===== config.mk =====
export PLATFORM = sky130hd
export DESIGN_NAME = md_lsu
export DESIGN_NICKNAME = d
export VERILOG_FILES = /design/src/rtl/md_pkg.sv /design/src/rtl/md_lane_align.sv /design/src/rtl/md_lsu.sv
export SDC_FILE = /design/constraint.sdc
export NUM_CORES = 1
export LEC_CHECK = 0
export BUFFER_PORTS_ARGS = -buffer_cell sky130_fd_sc_hd__buf_2
export CORE_MARGIN = 2
export CORE_UTILIZATION = 50
export DETAILED_ROUTE_END_ITERATION = 8
export PLACE_DENSITY = 0.81
export SLEW_MARGIN = 20
export SYNTH_ARGS = -nofsm -noshare
export SYNTH_HDL_FRONTEND = slang
export SYNTH_SLANG_ARGS = --single-unit

===== constraint.sdc =====
create_clock -name clk -period 3.45 [get_ports clk]
set_clock_uncertainty 0.2 [all_clocks]
set_input_delay 0.5175 -clock clk [delete_from_list [all_inputs] [get_ports clk]]
set_output_delay 0.5175 -clock clk [all_outputs]
set_load 0.01 [all_outputs]

===== src/rtl/md_pkg.sv =====
// Shared definitions for the md_lsu load/store unit: op codes, FSM states, lane widths
// and small decode helpers used by the FSM and the lane aligner.
package md_pkg;

  localparam logic [2:0] OP_LW  = 3'd0;
  localparam logic [2:0] OP_LH  = 3'd1;
  localparam logic [2:0] OP_LHU = 3'd2;
  localparam logic [2:0] OP_LB  = 3'd3;
  localparam logic [2:0] OP_LBU = 3'd4;
  localparam logic [2:0] OP_SW  = 3'd5;
  localparam logic [2:0] OP_SH  = 3'd6;
  localparam logic [2:0] OP_SB  = 3'd7;

  localparam int unsigned BYTE_W = 8;
  localparam int unsigned HALF_W = 16;

  typedef enum logic [1:0] {
    StIdle,
    StRd,
    StWr,
    StRsp
  } state_e;

  function automatic logic is_store(input logic [2:0] op);
    return (op == OP_SW) || (op == OP_SH) || (op == OP_SB);
  endfunction

  // Clears the address bits below the access size.
  function automatic logic [1:0] force_align(input logic [2:0] op, input logic [1:0] lo);
    case (op)
      OP_LW, OP_SW:         return 2'b00;
      OP_LH, OP_LHU, OP_SH: return {lo[1], 1'b0};
      default:              return lo;
    endcase
  endfunction

  function automatic logic is_misaligned(input logic [2:0] op, input logic [1:0] lo);
    case (op)
      OP_LW, OP_SW:         return lo != 2'b00;
      OP_LH, OP_LHU, OP_SH: return lo[0];
      default:              return 1'b0;
    endcase
  endfunction

endpackage


===== src/rtl/md_lane_align.sv =====
// Combinational byte-lane logic: merges store data into the buffered word and
// extracts/extends load data from the memory word (little-endian lanes).
module md_lane_align
  import md_pkg::*;
(
  input  logic [2:0]  op,
  input  logic [1:0]  lane,
  input  logic [31:0] rbuf,
  input  logic [31:0] rword,
  input  logic [31:0] wdata,
  output logic [31:0] merged,
  output logic [31:0] extended
);

  logic [4:0]        bsh;
  logic [4:0]        hsh;
  logic [BYTE_W-1:0] bval;
  logic [HALF_W-1:0] hval;

  always_comb begin
    bsh    = {lane, 3'b000};
    hsh    = {lane[1], 4'b0000};
    bval   = rword[bsh +: BYTE_W];
    hval   = rword[hsh +: HALF_W];
    merged = rbuf;
    case (op)
      OP_SW:   merged = wdata;
      OP_SH:   merged[hsh +: HALF_W] = wdata[HALF_W-1:0];
      OP_SB:   merged[bsh +: BYTE_W] = wdata[BYTE_W-1:0];
      default: merged = rbuf;
    endcase

    case (op)
      OP_LB:   extended = {{(32 - BYTE_W){bval[BYTE_W-1]}}, bval};
      OP_LBU:  extended = {{(32 - BYTE_W){1'b0}}, bval};
      OP_LH:   extended = {{(32 - HALF_W){hval[HALF_W-1]}}, hval};
      OP_LHU:  extended = {{(32 - HALF_W){1'b0}}, hval};
      default: extended = rword;
    endcase
  end

endmodule


===== src/rtl/md_lsu.sv =====
// Load/store initiator between CPU and word-addressed data memory (IDLE/RD/WR/RSP FSM).
// Define MD_LSU_MISALIGN_TRAP_EN to report misaligned accesses via err instead of aligning.
module md_lsu
  import md_pkg::*;
#(
  parameter int unsigned MEM_WORDS = 32,
  parameter int unsigned AW        = 32
) (
  input  logic          clk,
  input  logic          rst,
  input  logic          req,
  input  logic [2:0]    op,
  input  logic [AW-1:0] addr,
  input  logic [31:0]   wdata,
  output logic          ready,
  output logic          done,
  output logic [31:0]   rdata,
  output logic          err,
  output logic [AW-1:0] AM,
  output logic [31:0]   DM_,
  output logic          EW,
  input  logic [31:0]   DM
);

  localparam logic [AW-1:0] MemWordsW = AW'(MEM_WORDS);

  state_e        state_q, state_d;
  logic [2:0]    op_q, op_d;
  logic [AW-1:0] addr_q, addr_d;
  logic [31:0]   wdata_q, wdata_d;
  logic [31:0]   rbuf_q, rbuf_d;
  logic [31:0]   rdata_q, rdata_d;
  logic          err_q, err_d;
  logic [31:0]   merged;
  logic [31:0]   ext_word;

  md_lane_align u_align (
    .op       (op_q),
    .lane     (addr_q[1:0]),
    .rbuf     (rbuf_q),
    .rword    (DM),
    .wdata    (wdata_q),
    .merged   (merged),
    .extended (ext_word)
  );

  always_ff @(posedge clk) begin
    if (rst) begin
      state_q <= StIdle;
      op_q    <= OP_LW;
      addr_q  <= '0;
      wdata_q <= '0;
      rbuf_q  <= '0;
      rdata_q <= '0;
      err_q   <= 1'b0;
    end else begin
      state_q <= state_d;
      op_q    <= op_d;
      addr_q  <= addr_d;
      wdata_q <= wdata_d;
      rbuf_q  <= rbuf_d;
      rdata_q <= rdata_d;
      err_q   <= err_d;
    end
  end

  always_comb begin
    state_d = state_q;
    op_d    = op_q;
    addr_d  = addr_q;
    wdata_d = wdata_q;
    rbuf_d  = rbuf_q;
    rdata_d = rdata_q;
    err_d   = err_q;
    unique case (state_q)
      StIdle: begin
        if (req) begin
          op_d    = op;
          wdata_d = wdata;
          addr_d  = {addr[AW-1:2], force_align(op, addr[1:0])};
          err_d   = 1'b0;
`ifdef MD_LSU_MISALIGN_TRAP_EN
          if (is_misaligned(op, addr[1:0])) begin
            state_d = StRsp;
            err_d   = 1'b1;
            rdata_d = '0;
          end else if (op == OP_SW) begin
            state_d = StWr;
          end else begin
            state_d = StRd;
          end
`else
          if (op == OP_SW) begin
            state_d = StWr;
          end else begin
            state_d = StRd;
          end
`endif
        end
      end
      StRd: begin
        rbuf_d = DM;
        if (is_store(op_q)) begin
          state_d = StWr;
        end else begin
          rdata_d = ext_word;
          state_d = StRsp;
        end
      end
      StWr:    state_d = StRsp;
      StRsp:   state_d = StIdle;
      default: state_d = StIdle;
    endcase
  end

  assign ready = (state_q == StIdle);
  assign done  = (state_q == StRsp);
  assign EW    = (state_q == StWr);
  assign DM_   = EW ? merged : '0;
  assign rdata = rdata_q;
  assign err   = err_q;
  // Word index wraps silently over the memory depth.
  assign AM    = {2'b00, addr_q[AW-1:2]} % MemWordsW;

endmodule


* After elaboration in Yosys (flattened, before gate mapping) *
Cells that the tools add are included.

storage, ports and cells
  input bits = 102
  word-level logic and storage cells = 48
  output and inout bits = 100
  bits in registers = 108

operators by class
  muxes and demuxes = 10
  shifts and indexed selects = 6
  reductions and logical operators = 8
  bitwise operators = 1
  $add $sub $neg = 2
  eq/ne operators = 15

operators with widths
  kind                     number
  $pmux 32 s4              1
  $pmux 32 s3              1
  $bwmux 32                2
  $mux 32                  1
  $shift 16x7->32 const A  1
  $shift 8x7->32 const A   1
  $shiftx 16x7->32         1
  $shiftx 32x6->16         1
  $shiftx 32x6->8          1
  $shiftx 8x7->32          1
  $eq 3x3->1 const B       6
  $neg 5->7                2
  $eq 3x2->1 const B       3
  $pmux 2 s4               1
  $eq 3x1->1 const B       2
  $eq 2x2->1 const B       2
  $mux 2                   2
  $pmux 2 s2               1
  $reduce_and 2->1         2
  $logic_not 3->1          1
  $reduce_or 3->1          1
  $eq 2x1->1 const B       1
  $logic_not 2->1          1
  $logic_or 1x1->1         2
  4 further kinds          4

* Longest topological paths before layout *
Gate-level depths: netlist of the first run.

  depth in word-level cells = 5
  depth in mapped cells = 9
  gate-level depth less buffers = 6

* By module *
A second synthesis of the first run with hierarchy kept.

second synthesis, totals
  cell total of the unflattened synthesis = 779
  area, all modules = 6292.3 µm²

by module, submodules not included
  module         cells each  sequential area each (µm²)  area an instance (µm²)  times used
  md_lsu         519         2162.1                      4585.6                  1
  md_lane_align  260         0.0                         1706.6                  1

* Least setup slack after synthesis of the first run *
No wires, ideal clock.

  path kind = flip-flop to output port
  from = reg addr_q[1]
  to = out DM_[10]
  data required time = 2.732 ns
  cell stages (with the launch flop) = 10
  slack = 0.714 ns
  buffers on the path = 3
  arrival time = 2.018 ns
  cell sequence = dfxtp_1 > buf_2 > buf_4 > inv_1 > ha_1 > nor2b_1 > and4_1 > clkbuf_1 > a22oi_1 > a21oi_1

between the ends
  longest elaborated chain between the ends = 5
  elaborated cells on any way between the ends = 10
  those cells by class = 2 x add/sub; 4 x shift; 4 x mux

ends and longest elaborated chain
  element                                         line                                      RTL
  from (decl)                                     md_lsu.sv:29                              logic [AW-1:0] addr_q, addr_d;
  from (signal assigned)                          md_lsu.sv:59                              addr_q <= addr_d;
  $neg 5->7 (on tied branches)                    md_lane_align.sv:28, md_lane_align.sv:29
  $shiftx 16x7->32, or another cell as far along  md_lane_align.sv:28                       OP_SH: merged[hsh +: HALF_W] = wdata[HALF_W-1:0];
  $bwmux 32 (on tied branches)                    md_lane_align.sv:28, md_lane_align.sv:29
  $pmux 32 s3 (*)                                 md_lane_align.sv:26                       case (op)
  $mux 32 (*)                                     md_lsu.sv:119                             assign DM_ = EW ? merged : '0;
  to (decl)                                       md_lsu.sv:20                              output logic [31:0] DM_,

Every way passes the cells marked *; elsewhere a longest branch is shown, timed or not.

* Worst setup path after layout of the first run *
  from = reg addr_q[1]
  to = out DM_[14]

The elaborated chain is that of the path after synthesis.

==> results of run 1 <==
where the power goes:
group / leakage (nW) / switching [mW] / total [mW] / internal [mW]
sequential: 0.885 / 0.234 / 1.83 / 1.59
combinational: 1.67 / 1.09 / 1.79 / 0.697
clock: 0.0983 / 0.492 / 0.780 / 0.288
state kept, by name, indices dropped and copies added, names as in the netlist:
register	flops
addr_q	7
op_q	3
rbuf_q	32
rdata	32
state_q	2
wdata_q	32
worst min-delay path by stage:
| stage | endpoint | slack, ns | depth (start not counted) |
|---|---|---|---|
| after floorplan | wdata_q[24] | 0.24 | 2 |
| after global routing | wdata_q[23] | 0.16 | 3 |
| after detailed placement | addr_q[4] | 0.24 | 2 |
| after CTS | wdata_q[3] | 0.15 | 3 |
| after global placement | addr_q[5] | 0.24 | 2 |
| final | wdata_q[3] | 0.16 | 3 |
worst register-to-register path: stages (launching register included):
cell      delay [ns]
dfxtp_1         0.39
buf_4           0.21
o21ai_1         0.19
and2_1          0.85
o221a_1         0.34
a311oi_1        0.09
timing repair:
action | CTS | global route
setup buffers | 0 | 0
resized for setup | 0 | 1
hold endpoints to repair | 0 | 0
setup endpoints to repair | 0 | 3
final cells by class:
type,instances,area (sq um)
clock buffers,9,124
flip-flops and latches,108,2160
fillers,1008,4400
repair buffers,163,856
multi-input cells,518,3010
inverters,8,30.0
well taps,140,175
clock inverters,7,77.6
routing by layer:
| metal | global-route usage, % | up-vias |
|---|---|---|
| li1 | - | 2611 |
| met1 | 35.8 | 2434 |
| met2 | 42.2 | 302 |
| met3 | 5.33 | 26 |
| met4 | 7.50 | 0 |
| met5 | 0 | - |
cell families after synthesis:
group           after synthesis  share of synthesized area [%]
xor+xnor                      3                          0.472
fa+ha+maj                     9                           2.02
compound gates              200                           22.3
buf+inv                      95                           9.12
simple gates                228                           17.8
other cells                   1                         0.0673
mux                          50                           9.34
flops                       108                           38.8
cells in the final DEF, fill, tap and decap left out, types with 2 or more instances in the layout:
master	n
and3_1	2
clkbuf_8	9
o211ai_1	2
and2_1	2
a31oi_1	9
nand3_1	2
ha_1	8
a22oi_1	15
o21ai_0	42
a221oi_1	2
and4b_1	2
dfxtp_1	107
nand2_1	123
clkinv_8	2
mux2i_1	46
a21oi_1	72
nor2b_1	2
nor2_1	67
buf_4	16
a211oi_1	20
inv_1	8
a222oi_1	8
conb_1	28
a2bb2oi_1	5
nand2b_1	7
nor3_1	6
inv_6	3
buf_2	147
a311oi_1	8
or2_1	5
o22ai_1	9
mux2_2	3
==> impl_metrics.tcl, run 1 <==
set metrics [dict create \
    final_net_count 919 \
    rr_endpoint "rdata[0]" \
    netlist_top_cells_count "nand2_1 (123), dfxtp_1 (108), a21oi_1 (72), nor2_1 (67), mux2i_1 (46)" \
    clock-sinks 108 \
    fp.dieW_um 110 \
    cp_num_buf_inv 2 \
    grt_overflow 0 \
    clk_pin_slew_worst_paths_ns 0.12 \
    wire_per_inst_um 16.8 \
    initial_utilization_pct 51.4 \
    hold_buffers 0 \
    slowest_delay_ns 0.46 \
    timing.hold.ws_ns 0.160 \
    hold_class "in -> reg" \
    path_cells "inv_1 -> ha_1 -> nor2b_1 -> and4_1 -> a22oi_1 -> a21oi_1 -> buf_2" \
    path_depth 7 \
    synth.top_cell.area_share_pct 38.8 \
    drv_slew 0 \
    cts-root-buf "clkbuf_8" \
    dp_slack_ns 0.644 \
    p_total_mw 4.39 \
    critPathArrivalTime_ns 2.54 \
    holdCritStartpoint "wdata[3]" \
    crit_path_end "DM_[14]" \
    setup_slack_ns 0.197 \
    syn-mean-instance-area_sq_um 8.03 \
    antenna_found_initial 0 \
    crit_path_end_kind "output port" \
    syn_to_final_growth_pct 15.6 \
    drt_wl_total_um 16000 \
    maxUsedRoutingLayer "met4" \
    wl_met1_um 6950 \
    synth_most_common_cell "nand2_1" \
    synth_area_sq_mm 0.00557 \
    synth_cell_types 53 \
    via_per_inst 5.64 \
    ys_seq_area_share_pct 38.8 \
    worstPathRequired_ns 2.73 \
    dp_cells 937 \
    fin_crit_ns 3.25 \
    cp-startpoint "addr_q[1]" \
    cts_tree "done" \
    fin_area_sq_mm 0.00644 \
    ir_drop_v 0.000363 \
    io_pins 202 \
    tns_ns 0 \
    antenna_cells 0 \
    grt_max_degree 64 \
    met2_length_um 7110 \
    placementRows 38 \
    place_area_sq_mm 0.00623 \
    p_leak_nw 2.65 \
    critical_path.top_delay_family "simple AND/OR/NAND/NOR gates" \
    die_h_um 110 \
    place_congestion 0.883 \
    crit_type "reg -> out" \
    ys_warn_count 0 \
    drtIter0Drc 427 \
    relSlewSlack_pct 30.4 \
    fin_crit_sh_pct 94.3 \
    insertion_delay_ns 0.37 \
    rsz0062_at_grt "false" \
    ys_ff_latch 108 \
    h-tree-depth 3 \
    outcome "finished clean" \
    final_layout_size_suffix_gt1_share_pct 23.5 \
    drc 0 \
    drv_cap 0 \
    firstDrtPassIters 5 \
    grt_pass1_wl_um 24700 \
    synthesis.instances 694 \
    vias 5373 \
    critical_path_peak_fanout 8 \
    start_kind "flip-flop" \
    synthArstFlopShare_pct 0 \
    tightest_slew_ns 1.04 \
    placement.io_buffers 148 \
    final_cells 953 \
    ys.flop_type "dfxtp_1" \
    yosys.area.top_type "dfxtp_1" \
    dp_hpwl_um 11700 \
    fmax_mhz 307 \
    wl_met3_um 1660 \
    die-area_sq_mm 0.0120 \
    ys_top_cells_by_area "dfxtp_1 (39%), nand2_1 (8.3%), mux2i_1 (8.3%), a21oi_1 (6.5%), buf_4 (4.6%)" \
    grt_pass1_vias 4804 \
    utilization_pct 59.4 \
    core_sq_mm 0.0108 \
    clk_path_buf_depth 2 \
    final-setup-viol-count 0 \
    grt_usage_pct 26.3 \
    r2r-start "op_q[1]" \
    cts_inserted_buffers 9 \
    antenna_left 0 \
    rr_worst_depth 5 \
    synth-edff-count 0 \
    hold_viol 0 \
    reg2reg_slack_ns 1.08 \
    powerDensity_mw_per_mm2 683 \
    crit_path_top_delay_cell "dfxtp_1" \
]
Note: power is estimated with default switching activity, not from simulation.
==> inputs of run 2 (changes only) <==
--- a/config.mk
+++ b/config.mk
@@ -5,9 +5,10 @@
 export SDC_FILE = /design/constraint.sdc
 export NUM_CORES = 1
 export LEC_CHECK = 0
+export ABC_AREA = 1
 export BUFFER_PORTS_ARGS = -buffer_cell sky130_fd_sc_hd__buf_2
 export CORE_MARGIN = 2
-export CORE_UTILIZATION = 50
+export CORE_UTILIZATION = 52
 export DETAILED_ROUTE_END_ITERATION = 8
 export PLACE_DENSITY = 0.81
 export SLEW_MARGIN = 20
==> constraint.sdc (replaced) <==
create_clock -name clk -period 3.45 [get_ports clk]
set_clock_uncertainty 0.2 [all_clocks]
set_input_delay 0.5175 -clock clk [delete_from_list [all_inputs] [get_ports clk]]
set_output_delay 0.5175 -clock clk [all_outputs]
set_load 0.02 [all_outputs]
==> run 2 against run 1 <==
  * Non-clock buffer count shrank 3
  * Via count grew 32%
  * Die area grew 14%
  * First-iteration DRC count grew 97%
  * Clock-buffer cell count grew 1
  * Final cell count grew 42%
  * Area after synthesis grew 19%
  * Fmax grew 4.3%
  * Critical path depth grew 3
  * Clock power grew 35%
==> impl_metrics.tcl, run 2 <==
set metrics [dict create \
    wire_per_inst_um 13.6 \
    tns_ns 0 \
    relSlewSlack_pct 56.6 \
    setup_slack_ns 0.332 \
    outcome "finished clean" \
    grt_max_degree 56 \
    fin_crit_ns 3.12 \
    grt_overflow 0 \
    synth.top_cell.area_share_pct 32.6 \
    drv_slew 0 \
    start_kind "flip-flop" \
    clk_pin_slew_worst_paths_ns 0.07 \
    synthesis.instances 1076 \
    synth_cell_types 30 \
    synth-xor-area-share_pct 0 \
    ys_top_cells_by_area "dfxtp_1 (33%), o21ai_0 (14%), nor2_1 (11%), a21oi_1 (8.9%), nand2_1 (8.8%)" \
    hold_class "in -> reg" \
    core_sq_mm 0.0125 \
    drtIter0Drc 842 \
    fp.dieW_um 117 \
    ys_seq_area_share_pct 32.6 \
    synth_fa_ha_area_share_pct 1.70 \
    cts_tree "done" \
    utilization_pct 60.2 \
    fin_crit_sh_pct 90.4 \
    drc 0 \
    timing.hold.ws_ns 0.207 \
    ys_ff_latch 108 \
    r2r-start "op_q[0]" \
    final-setup-viol-count 0 \
    fmax_mhz 321 \
    synth_compound_area_share_pct 24.7 \
    cpMostUsedCell "nand2_1" \
    layout_common_cells "nor2_1 (195), o21ai_0 (185), nand2_1 (154), buf_2 (148), a21oi_1 (118)" \
    critPathArrivalTime_ns 2.40 \
    syn-mean-instance-area_sq_um 6.16 \
    powerDensity_mw_per_mm2 473 \
    via_per_inst 5.25 \
    dp_hpwl_um 13000 \
    holdCritStartpoint "wdata[13]" \
    whs_endpoint "wdata_q[13]" \
    ir_drop_v 0.000339 \
    grt_pass1_wl_um 29100 \
    drt_wl_total_um 18300 \
    rr_endpoint "rdata[21]" \
    post_cts_buffers 0 \
    fill_cells 1288 \
    synth_mux_area_share_pct 0 \
    clk_path_buf_depth 2 \
    cp_num_buf_inv 4 \
    hold_viol 0 \
    drv_cap 0 \
    die-area_sq_mm 0.0137 \
    critical_path_peak_fanout 15 \
    tightest_slew_ns 0.650 \
    rsz0062_at_grt "false" \
    h-tree-depth 3 \
    placementRows 41 \
    netlist_top_cells_count "nor2_1 (195), o21ai_0 (185), nand2_1 (155), a21oi_1 (118), dfxtp_1 (108)" \
    antenna_cells 0 \
    placement.io_buffers 148 \
    cts-root-buf "clkbuf_16" \
    yosys.area.top_type "dfxtp_1" \
    crit_path_end_kind "output port" \
    path_cells "inv_2 -> ha_1 -> inv_1 -> nand2_1 -> o21ai_0 -> a21oi_1 -> nand2_1 -> nand2_1 -> inv_1 -> buf_2" \
    initial_utilization_pct 53.0 \
    synth_area_sq_mm 0.00663 \
    synthSimpleGateAreaFrac_pct 26.7 \
    place_congestion 0.943 \
    final_net_count 1286 \
    clock-sinks 108 \
    antenna_found_initial 0 \
    cts_resized 0 \
    crit_path_top_delay_cell "ha_1" \
    crit_type "reg -> out" \
    worstPathRequired_ns 2.73 \
    die_h_um 117 \
    reg2reg_slack_ns 1.02 \
    hold_buffers 0 \
    rr_worst_depth 6 \
    synth-edff-count 0 \
    ys_warn_count 0 \
    final_layout_size_suffix_gt1_share_pct 16.6 \
    grt_usage_pct 26.8 \
    mostFrequentLayoutCell "nor2_1" \
    insertion_delay_ns 0.35 \
    ys.flop_type "dfxtp_1" \
    firstDrtPassIters 6 \
    slowest_delay_ns 0.40 \
    synth_top_family_by_area "simple AND/OR/NAND/NOR gates" \
    hold-path-cell-count 3 \
    synth_most_common_cell "nor2_1" \
    vias 7095 \
    synthArstFlopShare_pct 0 \
    io_pins 202 \
    dp_slack_ns 0.772 \
    cts_inserted_buffers 9 \
    p_leak_nw 3.54 \
    grt_pass1_vias 5925 \
    syn_to_final_growth_pct 13.6 \
    critical_path.top_delay_family "buffers and inverters" \
    antenna_left 0 \
]
[run 2: changes by cell type after synthesis, sizes merged, moves of 9 or more]
cell | previous run | this run
nor2 | 67 | 197
a31oi | 9 | 0
inv | 8 | 104
a211oi | 20 | 0
nand2 | 123 | 159
o21ai | 43 | 201
nand3 | 2 | 65
a22oi | 15 | 0
mux2i | 46 | 0
a21oi | 72 | 118
[run 2: worst min-delay path, stage by stage]
cell     delay [ns]
buf_2          0.07
o21ai_0        0.07
nor2_1         0.07
[run 2: final cells by class]
class / count / area (sq um) / area share [%]
multi-input cells: 790 / 3630 / 48.1
clock inverters: 6 / 70.1 / 0.930
clock buffers: 10 / 229 / 3.04
inverters: 106 / 399 / 5.30
repair buffers: 160 / 831 / 11.0
flip-flops and latches: 108 / 2160 / 28.7
well taps: 172 / 215 / 2.86
[run 2: through the flow]
stage,std cells,cell area [sq um],power (mW)
2_1_floorplan,1103,6730,2.28
6_report,1352,7530,3.56
5_1_grt,1352,7530,3.77
4_1_cts,1352,7530,3.55
3_5_place_dp,1336,7230,2.51
3_3_place_gp,1336,7230,2.50
[run 2: how the worst max path moves through the flow]
stage	startpoint	to	slack [ns]	cells past startpoint
floorplan	addr_q[1]	DM_[7]	0.84	11
global placement	addr_q[1]	DM_[1]	0.80	10
detailed placement	addr_q[1]	DM_[6]	0.77	10
CTS	addr_q[1]	DM_[1]	0.37	10
global route	addr_q[1]	DM_[1]	0.08	10
finish	addr_q[1]	DM_[1]	0.33	10
[run 2: where the power goes]
| part | switching, mW | internal (mW) | leakage [nW] |
|---|---|---|---|
| clock network | 0.482 | 0.570 | 0.141 |
| logic | 0.688 | 0.304 | 2.51 |
| registers | 0.112 | 1.41 | 0.891 |
| total | 1.28 | 2.28 | 3.54 |
[run 2: cell families (layout without fill, tap and decap cells)]
logic type / count (synthesis) / count (layout)
buffers and inverters: 205 / 282
flip-flops: 108 / 108
other: 1 / 28
AND/OR/NAND/NOR: 432 / 432
AO/OA/AOI/OAI: 321 / 321
adder cells (fa/ha/maj): 9 / 9
[run 2: metal layers]
metal	vias to the layer above	part of all wire, %	wire length (um)	global-route usage (%)
met3	33	8.2	1500	4.27
met1	3099	47	8670	39.8
met2	342	42	7750	39.6
met4	0	2.2	405	8.86
met5	-	0	0	0
li1	3621	-	-	-
